--- config.mk ---
export PLATFORM = sky130hd
export DESIGN_NAME = sprite_config_rx
export DESIGN_NICKNAME = d
export VERILOG_FILES = /design/src/rtl/sprite_config_rx.sv
export SDC_FILE = /design/constraint.sdc
export NUM_CORES = 1
export LEC_CHECK = 0
export BUFFER_PORTS_ARGS = -buffer_cell sky130_fd_sc_hd__buf_2
export CAP_MARGIN = 20
export CELL_PAD_IN_SITES_DETAIL_PLACEMENT = 1
export CELL_PAD_IN_SITES_GLOBAL_PLACEMENT = 1
export CORE_MARGIN = 2
export CORE_UTILIZATION = 46
export DETAILED_ROUTE_END_ITERATION = 10
export GPL_ROUTABILITY_DRIVEN = 0
export PLACE_DENSITY_LB_ADDON = 0.1
export SYNTH_ARGS = -nofsm -noshare
export SYNTH_HDL_FRONTEND = slang
export SYNTH_SLANG_ARGS = --single-unit
export TNS_END_PERCENT = 5
--- constraint.sdc ---
create_clock -name clk -period 2.5 [get_ports clk]
set_clock_uncertainty 0.2 [all_clocks]
set_input_delay 0.5 -clock clk [delete_from_list [all_inputs] [get_ports clk]]
set_output_delay 0.5 -clock clk [all_outputs]
set_load 0.005 [all_outputs]
--- src/rtl/sprite_config_rx.sv ---
// SPI-style configuration receiver: synchronises sclk/sdi/cs_n, decodes a command
// byte and forwards payload bits as one-cycle shift strobes to the selected sprite target.
module sprite_config_rx #(
  parameter int X_BITS      = 8,
  parameter int Y_BITS      = 8,
  parameter int SPRITE_BITS = 64,
  parameter int COLOR_BITS  = 6
) (
  input  logic clk,
  input  logic reset,
  input  logic sclk,
  input  logic sdi,
  input  logic cs_n,
  output logic shift_x,
  output logic data_in_x,
  output logic shift_y,
  output logic data_in_y,
  output logic shift_sprite,
  output logic data_in_sprite,
  output logic shift_color,
  output logic data_in_color,
  output logic frame_done,
  output logic frame_error,
  output logic busy
);

  localparam int MAX_XY  = (X_BITS > Y_BITS) ? X_BITS : Y_BITS;
  localparam int MAX_SC  = (SPRITE_BITS > COLOR_BITS) ? SPRITE_BITS : COLOR_BITS;
  localparam int MAX_LEN = (MAX_XY > MAX_SC) ? MAX_XY : MAX_SC;
  localparam int CW_RAW  = $clog2(MAX_LEN) + 1;
  // The same counter also counts the 8 command bits, so it needs at least 4 bits.
  localparam int CW      = (CW_RAW < 4) ? 4 : CW_RAW;

  typedef enum logic [2:0] {
    IDLE   = 3'd0,
    CMD    = 3'd1,
    DATA   = 3'd2,
    DONE   = 3'd3,
    IGNORE = 3'd4
  } state_t;

  state_t          state;
  logic            sclk_s1, sclk_s2, sclk_s3;
  logic            sdi_s1, sdi_s2;
  logic            cs_s1, cs_s2;
  logic [6:0]      cmd_sr;
  logic [1:0]      target;
  logic [CW-1:0]   cnt;
  logic [CW-1:0]   tgt_len;
  logic            rise;

  assign rise = sclk_s2 & ~sclk_s3;

  always_comb begin
    tgt_len = CW'(X_BITS);
    case (target)
      2'd0:    tgt_len = CW'(X_BITS);
      2'd1:    tgt_len = CW'(Y_BITS);
      2'd2:    tgt_len = CW'(SPRITE_BITS);
      default: tgt_len = CW'(COLOR_BITS);
    endcase
  end

  always_ff @(posedge clk or posedge reset) begin
    if (reset) begin
      state          <= IDLE;
      sclk_s1        <= 1'b0;
      sclk_s2        <= 1'b0;
      sclk_s3        <= 1'b0;
      sdi_s1         <= 1'b0;
      sdi_s2         <= 1'b0;
      cs_s1          <= 1'b1;
      cs_s2          <= 1'b1;
      cmd_sr         <= '0;
      target         <= '0;
      cnt            <= '0;
      shift_x        <= 1'b0;
      data_in_x      <= 1'b0;
      shift_y        <= 1'b0;
      data_in_y      <= 1'b0;
      shift_sprite   <= 1'b0;
      data_in_sprite <= 1'b0;
      shift_color    <= 1'b0;
      data_in_color  <= 1'b0;
      frame_done     <= 1'b0;
      frame_error    <= 1'b0;
      busy           <= 1'b0;
    end else begin
      sclk_s1 <= sclk;
      sclk_s2 <= sclk_s1;
      sclk_s3 <= sclk_s2;
      sdi_s1  <= sdi;
      sdi_s2  <= sdi_s1;
      cs_s1   <= cs_n;
      cs_s2   <= cs_s1;
      busy    <= ~cs_s2;

      shift_x      <= 1'b0;
      shift_y      <= 1'b0;
      shift_sprite <= 1'b0;
      shift_color  <= 1'b0;
      frame_done   <= 1'b0;
      frame_error  <= 1'b0;

      case (state)
        IDLE: begin
          cnt <= '0;
          if (!cs_s2) state <= CMD;
        end
        CMD: begin
          if (cs_s2) begin
            state       <= IDLE;
            frame_error <= 1'b1;
          end else if (rise) begin
            cmd_sr <= {cmd_sr[5:0], sdi_s2};
            // On the 8th bit the full command is {cmd_sr, sdi_s2}; bits [3:2] are reserved.
            if (cnt == CW'(7)) begin
              cnt <= '0;
              if (cmd_sr[6:3] == 4'hA) begin
                state  <= DATA;
                target <= {cmd_sr[0], sdi_s2};
              end else begin
                state       <= IGNORE;
                frame_error <= 1'b1;
              end
            end else begin
              cnt <= cnt + 1'b1;
            end
          end
        end
        DATA: begin
          if (cs_s2) begin
            state <= IDLE;
            if (cnt == tgt_len) frame_done <= 1'b1;
            else if (cnt != '0) frame_error <= 1'b1;
          end else if (cnt == tgt_len) begin
            state      <= DONE;
            frame_done <= 1'b1;
          end else if (rise) begin
            cnt <= cnt + 1'b1;
            case (target)
              2'd0: begin shift_x      <= 1'b1; data_in_x      <= sdi_s2; end
              2'd1: begin shift_y      <= 1'b1; data_in_y      <= sdi_s2; end
              2'd2: begin shift_sprite <= 1'b1; data_in_sprite <= sdi_s2; end
              default: begin shift_color <= 1'b1; data_in_color <= sdi_s2; end
            endcase
          end
        end
        DONE, IGNORE: begin
          if (cs_s2) state <= IDLE;
        end
        default: state <= IDLE;
      endcase
    end
  end

endmodule

==> results of run 1 <==
-- power breakdown --
part | internal [µW] | leakage [µW] | switching (µW)
Clock | 238 | 0.0000445 | 194
Sequential | 650 | 0.000484 | 48.3
Combinational | 66.0 | 0.000336 | 58.4
-- synthesized netlist by cell type (2+ instances only) --
| cell | number | area [µm²] |
|---|---|---|
| sky130_fd_sc_hd__buf_6 | 2 | 22.5 |
| sky130_fd_sc_hd__inv_1 | 5 | 18.8 |
| sky130_fd_sc_hd__a31oi_1 | 2 | 12.5 |
| sky130_fd_sc_hd__nand4_1 | 2 | 12.5 |
| sky130_fd_sc_hd__nand4bb_1 | 2 | 22.5 |
| sky130_fd_sc_hd__dfstp_2 | 2 | 52.6 |
| sky130_fd_sc_hd__nand2b_1 | 5 | 31.3 |
| sky130_fd_sc_hd__nand2_1 | 14 | 52.6 |
| sky130_fd_sc_hd__dfrtp_1 | 35 | 876 |
| sky130_fd_sc_hd__nor2_1 | 7 | 26.3 |
| sky130_fd_sc_hd__ha_1 | 2 | 25.0 |
| sky130_fd_sc_hd__nor3_1 | 7 | 35.0 |
| sky130_fd_sc_hd__nand3_1 | 2 | 10.0 |
| sky130_fd_sc_hd__o211ai_1 | 3 | 22.5 |
| sky130_fd_sc_hd__or4_1 | 3 | 22.5 |
| sky130_fd_sc_hd__mux2_2 | 15 | 169 |
| sky130_fd_sc_hd__a21oi_1 | 2 | 10.0 |
| sky130_fd_sc_hd__o21ai_0 | 3 | 15.0 |
| sky130_fd_sc_hd__nor2b_1 | 4 | 25.0 |
-- registers in the layout, summed over array words and instances (netlist names), 2 cells and up --
signal	flops
cmd_sr	7
state	3
cnt	7
target	2
-- final timing paths --
check,end,slack [ns],cells past startpoint,start
max in group asynchronous,cs_s2,1.70,3,reset
min reg2reg,sclk_s2,0.16,0,sclk_s1
max,cnt[6],0.23,6,cnt[3]
min in group clk,cs_s1,0.05,1,cs_n
max reg2reg,cnt[6],0.23,6,cnt[3]
min,sdi_s2,0.05,3,reset
-- final cells by class --
cell class,count,share of cell area
Sequential cell,37,0.495
Multi-Input combinational cell,92,0.363
Timing Repair Buffer,18,0.0520
Tap cell,46,0.0307
Clock buffer,6,0.0274
Clock inverter,2,0.0200
Inverter,6,0.0120
-- stage by stage --
| stage | worst slack [ns] | cell area, µm² | total power (µW) | cells |
|---|---|---|---|---|
| floorplan | 0.364 | 1660 | 792 | 138 |
| global placement | 0.325 | 1790 | 823 | 199 |
| detailed placement | 0.255 | 1790 | 837 | 199 |
| CTS | 0.220 | 1880 | 1270 | 207 |
| global route | 0.0870 | 1880 | 1330 | 207 |
| finish | 0.233 | 1880 | 1250 | 207 |
-- worst max-delay path: stages, from the launching register on --
cell,delay [ns]
sky130_fd_sc_hd__dfrtp_1,0.48
sky130_fd_sc_hd__or4_4,0.60
sky130_fd_sc_hd__nor2_4,0.17
sky130_fd_sc_hd__nand3_2,0.11
sky130_fd_sc_hd__a211oi_2,0.36
sky130_fd_sc_hd__or4_1,0.19
sky130_fd_sc_hd__nand2_1,0.05
-- cell families after synthesis --
| logic type | after synthesis | synth area share |
|---|---|---|
| and+or+nand+nor | 56 | 0.205 |
| muxes | 15 | 0.102 |
| adders and majority gates | 2 | 0.0151 |
| DFF | 37 | 0.560 |
| AOI/OAI and AO/OA | 19 | 0.0883 |
| buffers and inverters | 9 | 0.0294 |
-- metal layers --
| metal | share of wire | global-route usage | vias to the layer above | wire length, µm |
|---|---|---|---|---|
| met1 | 0.43 | 0.217 | 600 | 1410 |
| li1 | - | - | 540 | - |
| met4 | 0.024 | 0.0951 | 0 | 79 |
| met3 | 0.022 | 0.0493 | 8 | 73 |
| met2 | 0.52 | 0.331 | 15 | 1700 |
| met5 | 0 | 0 | - | 0 |
-- layout by cell type (no fill, tap or decap), types with 2 or more instances in the layout --
master / Yosys / layout
sky130_fd_sc_hd__nand4bb_1: 2 / 2
sky130_fd_sc_hd__ha_1: 2 / 2
sky130_fd_sc_hd__or4_1: 3 / 3
sky130_fd_sc_hd__dfrtp_1: 35 / 35
sky130_fd_sc_hd__o211ai_1: 3 / 3
sky130_fd_sc_hd__nor2b_1: 4 / 4
sky130_fd_sc_hd__inv_1: 5 / 5
sky130_fd_sc_hd__o21ai_0: 3 / 3
sky130_fd_sc_hd__nand3_1: 2 / 2
sky130_fd_sc_hd__dfstp_2: 2 / 2
sky130_fd_sc_hd__a21oi_1: 2 / 2
sky130_fd_sc_hd__nand4_1: 2 / 2
sky130_fd_sc_hd__clkbuf_4: 0 / 5
sky130_fd_sc_hd__mux2_2: 15 / 15
sky130_fd_sc_hd__nand2_1: 14 / 14
sky130_fd_sc_hd__nor2_1: 7 / 7
sky130_fd_sc_hd__buf_4: 0 / 3
sky130_fd_sc_hd__nor3_1: 7 / 7
sky130_fd_sc_hd__buf_2: 0 / 15
sky130_fd_sc_hd__a31oi_1: 2 / 2
sky130_fd_sc_hd__nand2b_1: 5 / 5
==> run_summary.xml, run 1 <==
<?xml version="1.0" encoding="UTF-8"?>
<metrics>
  <group name="route">
    <metric name="via_count" unit="">1163</metric>
    <metric name="first_iter_violations" unit="">73</metric>
    <metric name="route.detailed.vias_per_inst" unit="">5.62</metric>
    <metric name="detail_route.drc_violations" unit="">0</metric>
    <metric name="antenna_left" unit="">0</metric>
    <metric name="postRouteWirelength" unit="µm">3260</metric>
    <metric name="firstDrtPassIters" unit="">6</metric>
    <metric name="wire_per_inst" unit="µm">15.7</metric>
  </group>
  <group name="yosys">
    <metric name="synth.yosys.warnings" unit="">0</metric>
    <metric name="synth_cell_types" unit="">40</metric>
    <metric name="syn_area" unit="mm²">0.00166</metric>
    <metric name="count_of_flip_flops_with_a_built_in_enable_after_synthesis" unit="">0</metric>
    <metric name="synth_nets" unit="">145</metric>
    <metric name="synth-async-reset-ratio" unit="">1.00</metric>
    <metric name="postSynthCellCount" unit="">138</metric>
    <metric name="postSynthRegisterBits" unit="">37</metric>
    <metric name="synthFlopType" unit="">sky130_fd_sc_hd__dfrtp_1</metric>
    <metric name="synth_sequential_area_ratio" unit="">0.560</metric>
    <metric name="avgSynthCellArea" unit="µm²">12.0</metric>
  </group>
  <group name="final_layout">
    <metric name="areaGrowthSynthToFinish" unit="%">13.1</metric>
    <metric name="multi_input_comb_area" unit="µm²">681</metric>
    <metric name="fin_nets" unit="">167</metric>
    <metric name="diodes" unit="">0</metric>
    <metric name="drive_gt1_frac" unit="">0.329</metric>
    <metric name="fillCellCount" unit="">376</metric>
    <metric name="post-route-util" unit="">0.553</metric>
    <metric name="seq_area" unit="µm²">928</metric>
  </group>
  <group name="sta">
    <metric name="worst_hold_slack" unit="ns">0.0493</metric>
    <metric name="max_freq" unit="MHz">441</metric>
    <metric name="worst-slew-pin-transition" unit="ns">0.450</metric>
    <metric name="final-hold-violation-count" unit="">0</metric>
    <metric name="pins_over_their_slew_limit" unit="">0</metric>
    <metric name="max_slew_margin" unit="">0.700</metric>
    <metric name="rsz0062_at_grt" unit="">no</metric>
    <metric name="fin_crit_sh" unit="">0.907</metric>
    <metric name="setup_tns" unit="ns">0</metric>
    <metric name="final-setup-viol-count" unit="">0</metric>
    <metric name="final.min_clock_period" unit="ns">2.27</metric>
  </group>
  <group name="clock_tree">
    <metric name="cts.sinks" unit="">37</metric>
    <metric name="clkLatencyLatePin" unit="ns">0.34</metric>
    <metric name="tritoncts" unit="">done</metric>
    <metric name="cts_root_buffer" unit="">sky130_fd_sc_hd__clkbuf_4</metric>
    <metric name="post-cts-setup-buffer-count" unit="">0</metric>
    <metric name="cts.repair.resized" unit="">0</metric>
    <metric name="cts-buffers-inserted" unit="">5</metric>
    <metric name="total_number_of_h_tree_levels" unit="">2</metric>
    <metric name="clkSlewWorstSetupHoldPaths" unit="ns">0.11</metric>
    <metric name="cts_buffer_depth" unit="">2</metric>
    <metric name="ctsHoldBuffers" unit="">0</metric>
  </group>
  <group name="grt">
    <metric name="grt_first_pass_wirelength" unit="µm">5940</metric>
    <metric name="via_count_of_the_first_global_routing_pass" unit="">1294</metric>
    <metric name="global_route.overflow_total" unit="">0</metric>
    <metric name="track_usage" unit="">0.191</metric>
    <metric name="grt_max_degree" unit="">38</metric>
    <metric name="number_of_antenna_violations_at_the_first_check_in_global_routing" unit="">0</metric>
  </group>
  <group name="floorplanning">
    <metric name="placementRows" unit="">21</metric>
    <metric name="boundaryPins" unit="">16</metric>
    <metric name="dieWidth" unit="µm">64.0</metric>
    <metric name="coreArea" unit="mm²">0.00339</metric>
    <metric name="fp.dieH" unit="µm">64.0</metric>
    <metric name="design.die.area" unit="mm²">0.00410</metric>
    <metric name="initial_standard_cell_utilization_of_the_core" unit="">0.489</metric>
  </group>
  <group name="pwr">
    <metric name="power_density" unit="mW/mm²">669</metric>
    <metric name="ir_drop" unit="mV">0.504</metric>
    <metric name="total_leakage_power" unit="µW">0.000864</metric>
  </group>
  <group name="critical_path">
    <metric name="crit_path_end_kind" unit="">flip-flop</metric>
    <metric name="worstSetupPathType" unit="">reg -&gt; reg</metric>
    <metric name="timing.critical_path.required" unit="ns">2.54</metric>
    <metric name="critPathLaunchType" unit="">flip-flop</metric>
    <metric name="cp.arrival" unit="ns">2.30</metric>
    <metric name="critPathMaxFanout" unit="">9</metric>
  </group>
  <group name="placed_design">
    <metric name="place_hpwl" unit="µm">2350</metric>
    <metric name="port_buffers" unit="">15</metric>
  </group>
  <group name="worst_hold_path">
    <metric name="worst_hold_path_type" unit="">in -&gt; async</metric>
  </group>
  <group name="flow_run">
    <metric name="max_cap_violations" unit="">0</metric>
  </group>
  <group name="status">
    <metric name="status" unit="">complete, no violations</metric>
  </group>
</metrics>
(Power assumes the default switching activity.)
==> inputs of run 2 (changes only) <==
--- a/config.mk
+++ b/config.mk
@@ -9,6 +9,7 @@
 export CAP_MARGIN = 20
 export CELL_PAD_IN_SITES_DETAIL_PLACEMENT = 1
 export CELL_PAD_IN_SITES_GLOBAL_PLACEMENT = 1
+export CORE_ASPECT_RATIO = 1.5
 export CORE_MARGIN = 2
 export CORE_UTILIZATION = 46
 export DETAILED_ROUTE_END_ITERATION = 10
==> constraint.sdc (replaced) <==
create_clock -name clk -period 2.5 [get_ports clk]
set_clock_uncertainty 0.2 [all_clocks]
set_input_delay 0.5 -clock clk [delete_from_list [all_inputs] [get_ports clk]]
set_output_delay 0.5 -clock clk [all_outputs]
set_load 0.01 [all_outputs]
==> run 2 against run 1 <==
Against the previous run: final cell count shrank 1.9%; sequential power is essentially flat; worst setup slack got worse by 0.0057 ns; non-clock buffer count is the same; via count down 3.0%; critical endpoint is now cnt[5]; largest cell class unchanged; largest power group unchanged; highest routed layer unchanged.
==> run_summary.xml, run 2 (synthesis results as in run 1) <==
<?xml version="1.0" encoding="UTF-8"?>
<metrics>
  <group name="status">
    <metric name="status" unit="">complete, no violations</metric>
  </group>
  <group name="route">
    <metric name="detail_route.drc_violations" unit="">0</metric>
    <metric name="firstDrtPassIters" unit="">4</metric>
    <metric name="via_count" unit="">1128</metric>
    <metric name="route.detailed.vias_per_inst" unit="">5.56</metric>
    <metric name="wire_per_inst" unit="µm">16.6</metric>
    <metric name="first_iter_violations" unit="">18</metric>
    <metric name="antenna_left" unit="">0</metric>
    <metric name="postRouteWirelength" unit="µm">3380</metric>
  </group>
  <group name="grt">
    <metric name="track_usage" unit="">0.201</metric>
    <metric name="via_count_of_the_first_global_routing_pass" unit="">1241</metric>
    <metric name="number_of_antenna_violations_at_the_first_check_in_global_routing" unit="">0</metric>
    <metric name="grt_first_pass_wirelength" unit="µm">6090</metric>
    <metric name="grt_max_degree" unit="">38</metric>
    <metric name="global_route.overflow_total" unit="">0</metric>
  </group>
  <group name="clock_tree">
    <metric name="cts-buffers-inserted" unit="">5</metric>
    <metric name="clkSlewWorstSetupHoldPaths" unit="ns">0.07</metric>
    <metric name="tritoncts" unit="">done</metric>
    <metric name="clkLatencyLatePin" unit="ns">0.28</metric>
    <metric name="cts_root_buffer" unit="">sky130_fd_sc_hd__clkbuf_8</metric>
    <metric name="cts.sinks" unit="">37</metric>
    <metric name="ctsHoldBuffers" unit="">0</metric>
    <metric name="total_number_of_h_tree_levels" unit="">2</metric>
    <metric name="cts.repair.resized" unit="">0</metric>
    <metric name="post-cts-setup-buffer-count" unit="">0</metric>
    <metric name="cts_buffer_depth" unit="">2</metric>
  </group>
  <group name="final_layout">
    <metric name="drive_gt1_frac" unit="">0.329</metric>
    <metric name="multi_input_comb_area" unit="µm²">681</metric>
    <metric name="reg.largest.list" unit="">cmd_sr: 7 flops, cnt: 7 flops, state: 3 flops</metric>
    <metric name="finish.instance_area" unit="mm²">0.00188</metric>
    <metric name="mostFrequentLayoutCells" unit="">sky130_fd_sc_hd__dfrtp_1 (35), sky130_fd_sc_hd__mux2_2 (15), sky130_fd_sc_hd__buf_2 (15)</metric>
    <metric name="layout.cells.most_common" unit="">sky130_fd_sc_hd__dfrtp_1</metric>
    <metric name="seq_area" unit="µm²">928</metric>
    <metric name="diodes" unit="">0</metric>
    <metric name="fillCellCount" unit="">375</metric>
    <metric name="areaGrowthSynthToFinish" unit="%">13.6</metric>
    <metric name="post-route-util" unit="">0.551</metric>
    <metric name="fin_nets" unit="">167</metric>
  </group>
  <group name="critical_path">
    <metric name="worstRegToRegCells" unit="">6</metric>
    <metric name="cp.arrival" unit="ns">2.23</metric>
    <metric name="ff2ff_setup_slack" unit="ns">0.23</metric>
    <metric name="crit_path_end_kind" unit="">flip-flop</metric>
    <metric name="critPathMaxFanout" unit="">9</metric>
    <metric name="timing.critical_path.required" unit="ns">2.46</metric>
    <metric name="worstSetupPathType" unit="">reg -&gt; reg</metric>
    <metric name="critPathLaunchType" unit="">flip-flop</metric>
  </group>
  <group name="sta">
    <metric name="rsz0062_at_grt" unit="">no</metric>
    <metric name="worst-slew-pin-transition" unit="ns">0.455</metric>
    <metric name="final_critical_path_setup_slack" unit="ns">0.227</metric>
    <metric name="final-setup-viol-count" unit="">0</metric>
    <metric name="worst_hold_slack" unit="ns">0.109</metric>
    <metric name="fin_crit_sh" unit="">0.909</metric>
    <metric name="final-hold-violation-count" unit="">0</metric>
    <metric name="max_freq" unit="MHz">440</metric>
    <metric name="setup_tns" unit="ns">0</metric>
    <metric name="final.min_clock_period" unit="ns">2.27</metric>
    <metric name="max_slew_margin" unit="">0.697</metric>
    <metric name="pins_over_their_slew_limit" unit="">0</metric>
  </group>
  <group name="worst_hold_path">
    <metric name="worst_hold_path_type" unit="">in -&gt; async</metric>
  </group>
  <group name="floorplanning">
    <metric name="boundaryPins" unit="">16</metric>
    <metric name="dieWidth" unit="µm">53.0</metric>
    <metric name="placementRows" unit="">26</metric>
    <metric name="fp.dieH" unit="µm">77.5</metric>
    <metric name="design.die.area" unit="mm²">0.00411</metric>
    <metric name="coreArea" unit="mm²">0.00342</metric>
    <metric name="initial_standard_cell_utilization_of_the_core" unit="">0.485</metric>
  </group>
  <group name="placed_design">
    <metric name="port_buffers" unit="">15</metric>
    <metric name="place_hpwl" unit="µm">2510</metric>
    <metric name="placement.cell_area" unit="mm²">0.00178</metric>
    <metric name="preCtsSetupSlack" unit="ns">0.233</metric>
  </group>
  <group name="pwr">
    <metric name="total_leakage_power" unit="µW">0.000874</metric>
    <metric name="power_density" unit="mW/mm²">676</metric>
    <metric name="ir_drop" unit="mV">0.614</metric>
  </group>
  <group name="flow_run">
    <metric name="max_cap_violations" unit="">0</metric>
  </group>
</metrics>
## run 2: cell types whose count changed in the layout (fill, tap and decap cells not counted), sizes merged
cell	before	now
clkinv	0	1
clkbuf	6	7
clkinvlp	1	0
bufinv	1	0
## run 2: per-layer routing
| metal | track usage | wire length [µm] | vias to the layer above |
|---|---|---|---|
| met1 | 0.233 | 1350 | 574 |
| met3 | 0.0462 | 58 | 7 |
| met2 | 0.346 | 1900 | 9 |
| met4 | 0.0821 | 75 | 0 |
| li1 | - | - | 538 |
| met5 | 0 | 0 | - |
## run 2: metrics by stage
step,std cells,total power [µW]
floorplan,138,793
global placement,195,826
detailed placement,195,841
CTS,203,1300
global route,203,1350
finish,203,1270
## run 2: cell type report
type / instances / share of cell area
Sequential cell: 37 / 0.493
Clock buffer: 7 / 0.0512
Inverter: 6 / 0.0120
Tap cell: 42 / 0.0279
Clock inverter: 1 / 0.00266
Multi-Input combinational cell: 92 / 0.361
Timing Repair Buffer: 18 / 0.0518
## run 2: worst max-delay path, stage by stage (launching register included)
cell	delay (ns)
sky130_fd_sc_hd__dfrtp_1	0.47
sky130_fd_sc_hd__or4_4	0.61
sky130_fd_sc_hd__nor2_4	0.18
sky130_fd_sc_hd__nand3_2	0.12
sky130_fd_sc_hd__a211oi_2	0.36
sky130_fd_sc_hd__or4b_1	0.17
sky130_fd_sc_hd__nand2_1	0.05
## run 2: final timing paths
kind / endpoint / from
worst max-delay path: cnt[5] / cnt[3]
worst min-delay path: sclk_s3 / reset
worst max register to register: cnt[5] / cnt[3]
worst min register to register: sdi_s2 / sdi_s1
max in group asynchronous: cs_s2 / reset
min in group clk: cs_s1 / cs_n
## run 2: where the power goes
group / total (µW) / switching [µW] / internal, µW
Combinational: 126 / 59.3 / 66.5
Clock: 449 / 200 / 249
Sequential: 698 / 48.1 / 650
Total: 1270 / 307 / 966
